`src/rtl/audio_bit_deserializer.sv`:
```
// Serial-to-parallel audio packer: MSB-first bit assembly into
// SAMPLE_W-bit words, buffered in a small FIFO with valid/ready output.
module audio_bit_deserializer #(
  parameter int SAMPLE_W = 8,
  parameter int ADDR_W   = 2
) (
  input  logic                clk,
  input  logic                reset,
  input  logic                in_bit,
  input  logic                in_valid,
  input  logic                align,
  output logic [SAMPLE_W-1:0] out_data,
  output logic                out_valid,
  input  logic                out_ready,
  output logic [ADDR_W:0]     fill_level,
  output logic                overflow,
  input  logic                clr_ovf
);

  localparam int BC_W  = (SAMPLE_W > 2) ? $clog2(SAMPLE_W) : 1;
  localparam int DEPTH = 1 << ADDR_W;
  localparam logic [BC_W-1:0] BC_LAST = BC_W'(SAMPLE_W - 1);
  localparam logic [ADDR_W:0] LVL_FULL = (ADDR_W + 1)'(DEPTH);
  localparam logic [ADDR_W:0] LVL_ONE = (ADDR_W + 1)'(1);

  logic [SAMPLE_W-2:0] sh;
  logic [BC_W-1:0]     bc;
  logic [SAMPLE_W-1:0] word;
  logic [SAMPLE_W-1:0] mem [DEPTH];
  logic [ADDR_W-1:0]   wr_ptr;
  logic [ADDR_W-1:0]   rd_ptr;
  logic [ADDR_W-1:0]   rd_nxt;
  logic                full;
  logic                pop;
  logic                push_req;
  logic                push;
  logic                drop;

  assign word     = {sh, in_bit};
  assign full     = (fill_level == LVL_FULL);
  assign out_valid = (fill_level != '0);
  assign pop      = out_valid && out_ready;
  assign push_req = in_valid && !align && (bc == BC_LAST);
  assign push     = push_req && (!full || pop);
  assign drop     = push_req && full && !pop;
  assign rd_nxt   = rd_ptr + 1'b1;

  // Bit assembly: align restarts the word, completion wraps the counter.
  always_ff @(posedge clk) begin
    if (reset) begin
      sh <= '0;
      bc <= '0;
    end else if (align) begin
      sh <= (SAMPLE_W - 1)'(in_bit);
      bc <= in_valid ? BC_W'(1) : '0;
    end else if (in_valid) begin
      sh <= word[SAMPLE_W-2:0];
      bc <= (bc == BC_LAST) ? '0 : bc + 1'b1;
    end
  end

  // FIFO storage; data array needs no reset, occupancy is tracked below.
  always_ff @(posedge clk) begin
    if (push) mem[wr_ptr] <= word;
  end

  // Pointers and occupancy; simultaneous push and pop keep the level.
  always_ff @(posedge clk) begin
    if (reset) begin
      wr_ptr     <= '0;
      rd_ptr     <= '0;
      fill_level <= '0;
    end else begin
      if (push) wr_ptr <= wr_ptr + 1'b1;
      if (pop)  rd_ptr <= rd_nxt;
      unique case ({push, pop})
        2'b10:   fill_level <= fill_level + 1'b1;
        2'b01:   fill_level <= fill_level - 1'b1;
        default: fill_level <= fill_level;
      endcase
    end
  end

  // Registered head word: refreshed on pop or on push into an empty FIFO.
  always_ff @(posedge clk) begin
    if (reset) begin
      out_data <= '0;
    end else if (pop) begin
      if (fill_level > LVL_ONE) out_data <= mem[rd_nxt];
      else if (push)            out_data <= word;
    end else if (push && !out_valid) begin
      out_data <= word;
    end
  end

  // Sticky drop flag; a new drop outranks a clear in the same cycle.
  always_ff @(posedge clk) begin
    if (reset)        overflow <= 1'b0;
    else if (drop)    overflow <= 1'b1;
    else if (clr_ovf) overflow <= 1'b0;
  end

endmodule

```
`config.mk`:
```
export PLATFORM = sky130hd
export DESIGN_NAME = audio_bit_deserializer
export DESIGN_NICKNAME = d
export VERILOG_FILES = /design/src/rtl/audio_bit_deserializer.sv
export SDC_FILE = /design/constraint.sdc
export NUM_CORES = 1
export LEC_CHECK = 0
export BUFFER_PORTS_ARGS = -buffer_cell sky130_fd_sc_hd__clkbuf_2
export CAP_MARGIN = 20
export CORE_MARGIN = 2
export CORE_UTILIZATION = 23
export CTS_CLUSTER_DIAMETER = 80
export CTS_CLUSTER_SIZE = 28
export DETAILED_ROUTE_END_ITERATION = 8
export PLACE_DENSITY = 0.34
export SETUP_SLACK_MARGIN = 0.05
export SLEW_MARGIN = 0
export SYNTH_ARGS = -nofsm -noshare
export SYNTH_HDL_FRONTEND = slang
export SYNTH_SLANG_ARGS = --single-unit
```
`constraint.sdc`:
```
create_clock -name clk -period 2.48 [get_ports clk]
set_clock_uncertainty 0.05 [all_clocks]
set_input_delay 0.496 -clock clk [delete_from_list [all_inputs] [get_ports clk]]
set_output_delay 0.496 -clock clk [all_outputs]
set_load 0.01 [all_outputs]
```
==> results.yml <==
global_routing:
  grt_start_max_net_pins: 13
  grt_pass1_wl_microns: 8630
  grt_pass1_vias: 1486
  grt_usage_pct: 10.1
  grt.overflow.total: 0
  antenna_found_initial: 0
drt:
  ant_nets: 0
  wirelength_microns: 5240
  drt_iter0_drc: 34
  drc_errors: 0
  avgRoutedWirePerCell_microns: 15.0
  drt_first_pass_iters: 4
  vias: 1450
  viasPerCell: 4.15
placed_design:
  pre_cts_ws_ns: 0.431
  port_buffers: 19
  placed_cells: 333
  gp_congestion: 0.665
  hpwl_microns: 3720
worst_setup_path:
  end_kind: "register"
  reg2reg_slack_ns: 0.42
  critPathMaxFanout: 9
  r2r_start: "fill_level[0]"
  critPathLaunchType: "register"
  crit_type: "register to register"
  reg2reg_depth: 6
  critPathArrivalTime_ns: 2.20
  worstPathRequired_ns: 2.62
  rr_endpoint: "out_data[1]"
die:
  fp-row-count: 38
  initial_core_util_pct: 23.4
  core-area_sq_mm: 0.0107
  die_w_microns: 108
  ios: 20
  dieArea_sq_mm: 0.0117
  fp.dieH_microns: 108
clock_tree:
  cts_hold_buf: 0
  cts-root-buf: "clkbuf_8"
  clockBufferDepth: 2
  post_cts_buffers: 0
  cts_max_level: 3
  cts_resized: 0
  cts.sinks: 58
  insertion_delay_ns: 0.33
  clkTransAtPathRegs_ns: 0.06
  tritoncts: "built"
  cts_inserted_buffers: 9
power_and_ir_drop:
  power.leakage_nw: 1.13
  power_density_mw_per_mm2: 787
  ir_drop_v: 0.000214
timing:
  worst_slew_pin_slew_ns: 0.611
  hold_viol_final: 0
  grt_setup_unrepaired: "false"
  fmax_mhz: 486
  timing.final.ws_setup_ns: 0.423
  period_share_pct: 83.0
  setup_violations: 0
  final.setup.tns_ns: 0
  min_period_ns: 2.06
  slew_headroom_pct: 59.2
  report.final.slew_viol_count: 0
synthesis:
  synthCells: 180
  synth_area_leader_cell: "edfxtp_1"
  yosys_most_used_dff: "edfxtp_1"
  ys_seq_elements: 58
  ys_seq_area_share_pct: 59.3
  synth_cell_type_count: 38
  synth_area_leaders: "edfxtp_1 (38%), dfxtp_1 (21%), mux4_2 (7.2%), mux2i_1 (6.8%), ha_1 (5.0%)"
  synth.net_count: 197
  yosysTopAreaCellShare_pct: 38.5
  syn_area_per_cell_sq_um: 13.9
  synthArstFlopShare_pct: 0
  synth_edf_count: 32
  ys.warnings.count: 0
  syn_area_sq_mm: 0.00250
cells_and_area:
  nets: 221
  num_antenna_cells: 0
  instances_no_fill: 349
  multiInputGateArea_sq_um: 946
  fillerInstances: 1103
  ff_latch_area_sq_mm: 0.00148
  final_layout_size_suffix_gt1_share_pct: 25.4
  syn_to_final_growth_pct: 18.4
hold_path:
  min_path_type: "input pin to register"
  min_delay_worst_endpoint: "overflow"
  hp-start: "clr_ovf"
  hold_depth: 4
flow_run:
  maxCapViolCount: 0
status:
  status: "finished, final reports clean"
-- metrics by stage --
step,total power [mW],utilization (%),hold WS [ns],area (sq um)
floorplan,1.30,-,0.415,2500
global placement,1.39,25.6,0.421,2740
detailed placement,1.39,25.6,0.434,2740
CTS,2.37,27.6,0.386,2960
global route,2.46,27.6,0.413,2960
finish,2.33,27.6,0.400,2960
-- critical path, stage by stage (launching register included) --
cell      delay, ns
dfxtp_1        0.38
inv_1          0.10
ha_1           0.34
nor2_1         0.11
a21oi_2        0.42
nand2b_1       0.40
a21oi_1        0.11
-- area by class of cell --
cell class              count  share of cell area, %
clock buffers              11                   4.78
clock inverters             5                   2.62
inverters                   7                  0.888
multi-input cells         107                   32.0
flip-flops and latches     58                   50.1
well taps                 140                   5.92
repair buffers             21                   3.72
-- state kept, by name, summed over array words and instances, names as in the netlist --
signal	cells
fill_level	3
mem	32
wr_ptr	2
rd_ptr	2
sh	7
out_data	8
bc	3
overflow	1
-- cell usage after synthesis, types with 2 or more instances --
master / count
mux4_2: 8
nor2b_1: 2
clkbuf_1: 3
a21oi_1: 12
and2_1: 4
ha_1: 10
mux2i_1: 17
dfxtp_1: 26
o31ai_1: 9
o21ai_0: 2
nor2_1: 17
nand2_1: 3
xnor2_1: 2
inv_1: 5
xor2_1: 2
nor3_1: 3
clkinv_1: 2
edfxtp_1: 32
buf_2: 2
-- cells by family (layout without fill, tap and decap cells) --
family / Yosys count / count (layout) / synth area share [%]
xor+xnor: 4 / 4 / 1.40
mux: 26 / 26 / 14.6
flops: 58 / 58 / 59.3
compound gates: 28 / 28 / 7.81
simple gates: 39 / 39 / 9.01
buf+inv: 15 / 44 / 2.85
fa+ha+maj: 10 / 10 / 5.01
-- power breakdown --
| group | switching (mW) | leakage (nW) | internal [mW] |
|---|---|---|---|
| Combinational | 0.135 | 0.505 | 0.123 |
| Clock | 0.379 | 0.109 | 0.590 |
| Sequential | 0.0480 | 0.514 | 1.05 |
-- worst max-delay path by stage --
stage,from,end,cells after the start
after floorplan,fill_level[0],fill_level[2],7
after global placement,fill_level[1],out_data[4],6
after detailed placement,fill_level[0],out_data[7],6
after CTS,fill_level[0],out_data[7],6
after global routing,fill_level[0],out_data[7],6
final,fill_level[0],out_data[1],6
-- per-layer routing --
layer | part of all wire (%) | track usage, %
met2 | 41 | 13.8
met5 | 0 | 0
met4 | 1.5 | 4.67
met3 | 3.2 | 2.89
met1 | 55 | 14.6
-- cell usage in the layout, fill, tap and decap left out, drive strengths merged, types with 2 or more instances in the layout --
cell    count
a21oi      13
ha         10
xor2        2
clkinv      4
o31ai       9
or2         3
clkbuf     30
o21ai       2
and2        4
nor2       17
mux2i      17
nand2b      2
edfxtp     32
inv         5
dfxtp      26
nand2       3
nor3        3
bufinv      2
buf         2
xnor2       2
nor2b       2
mux4        8
Power figures use the tool's default switching activity.
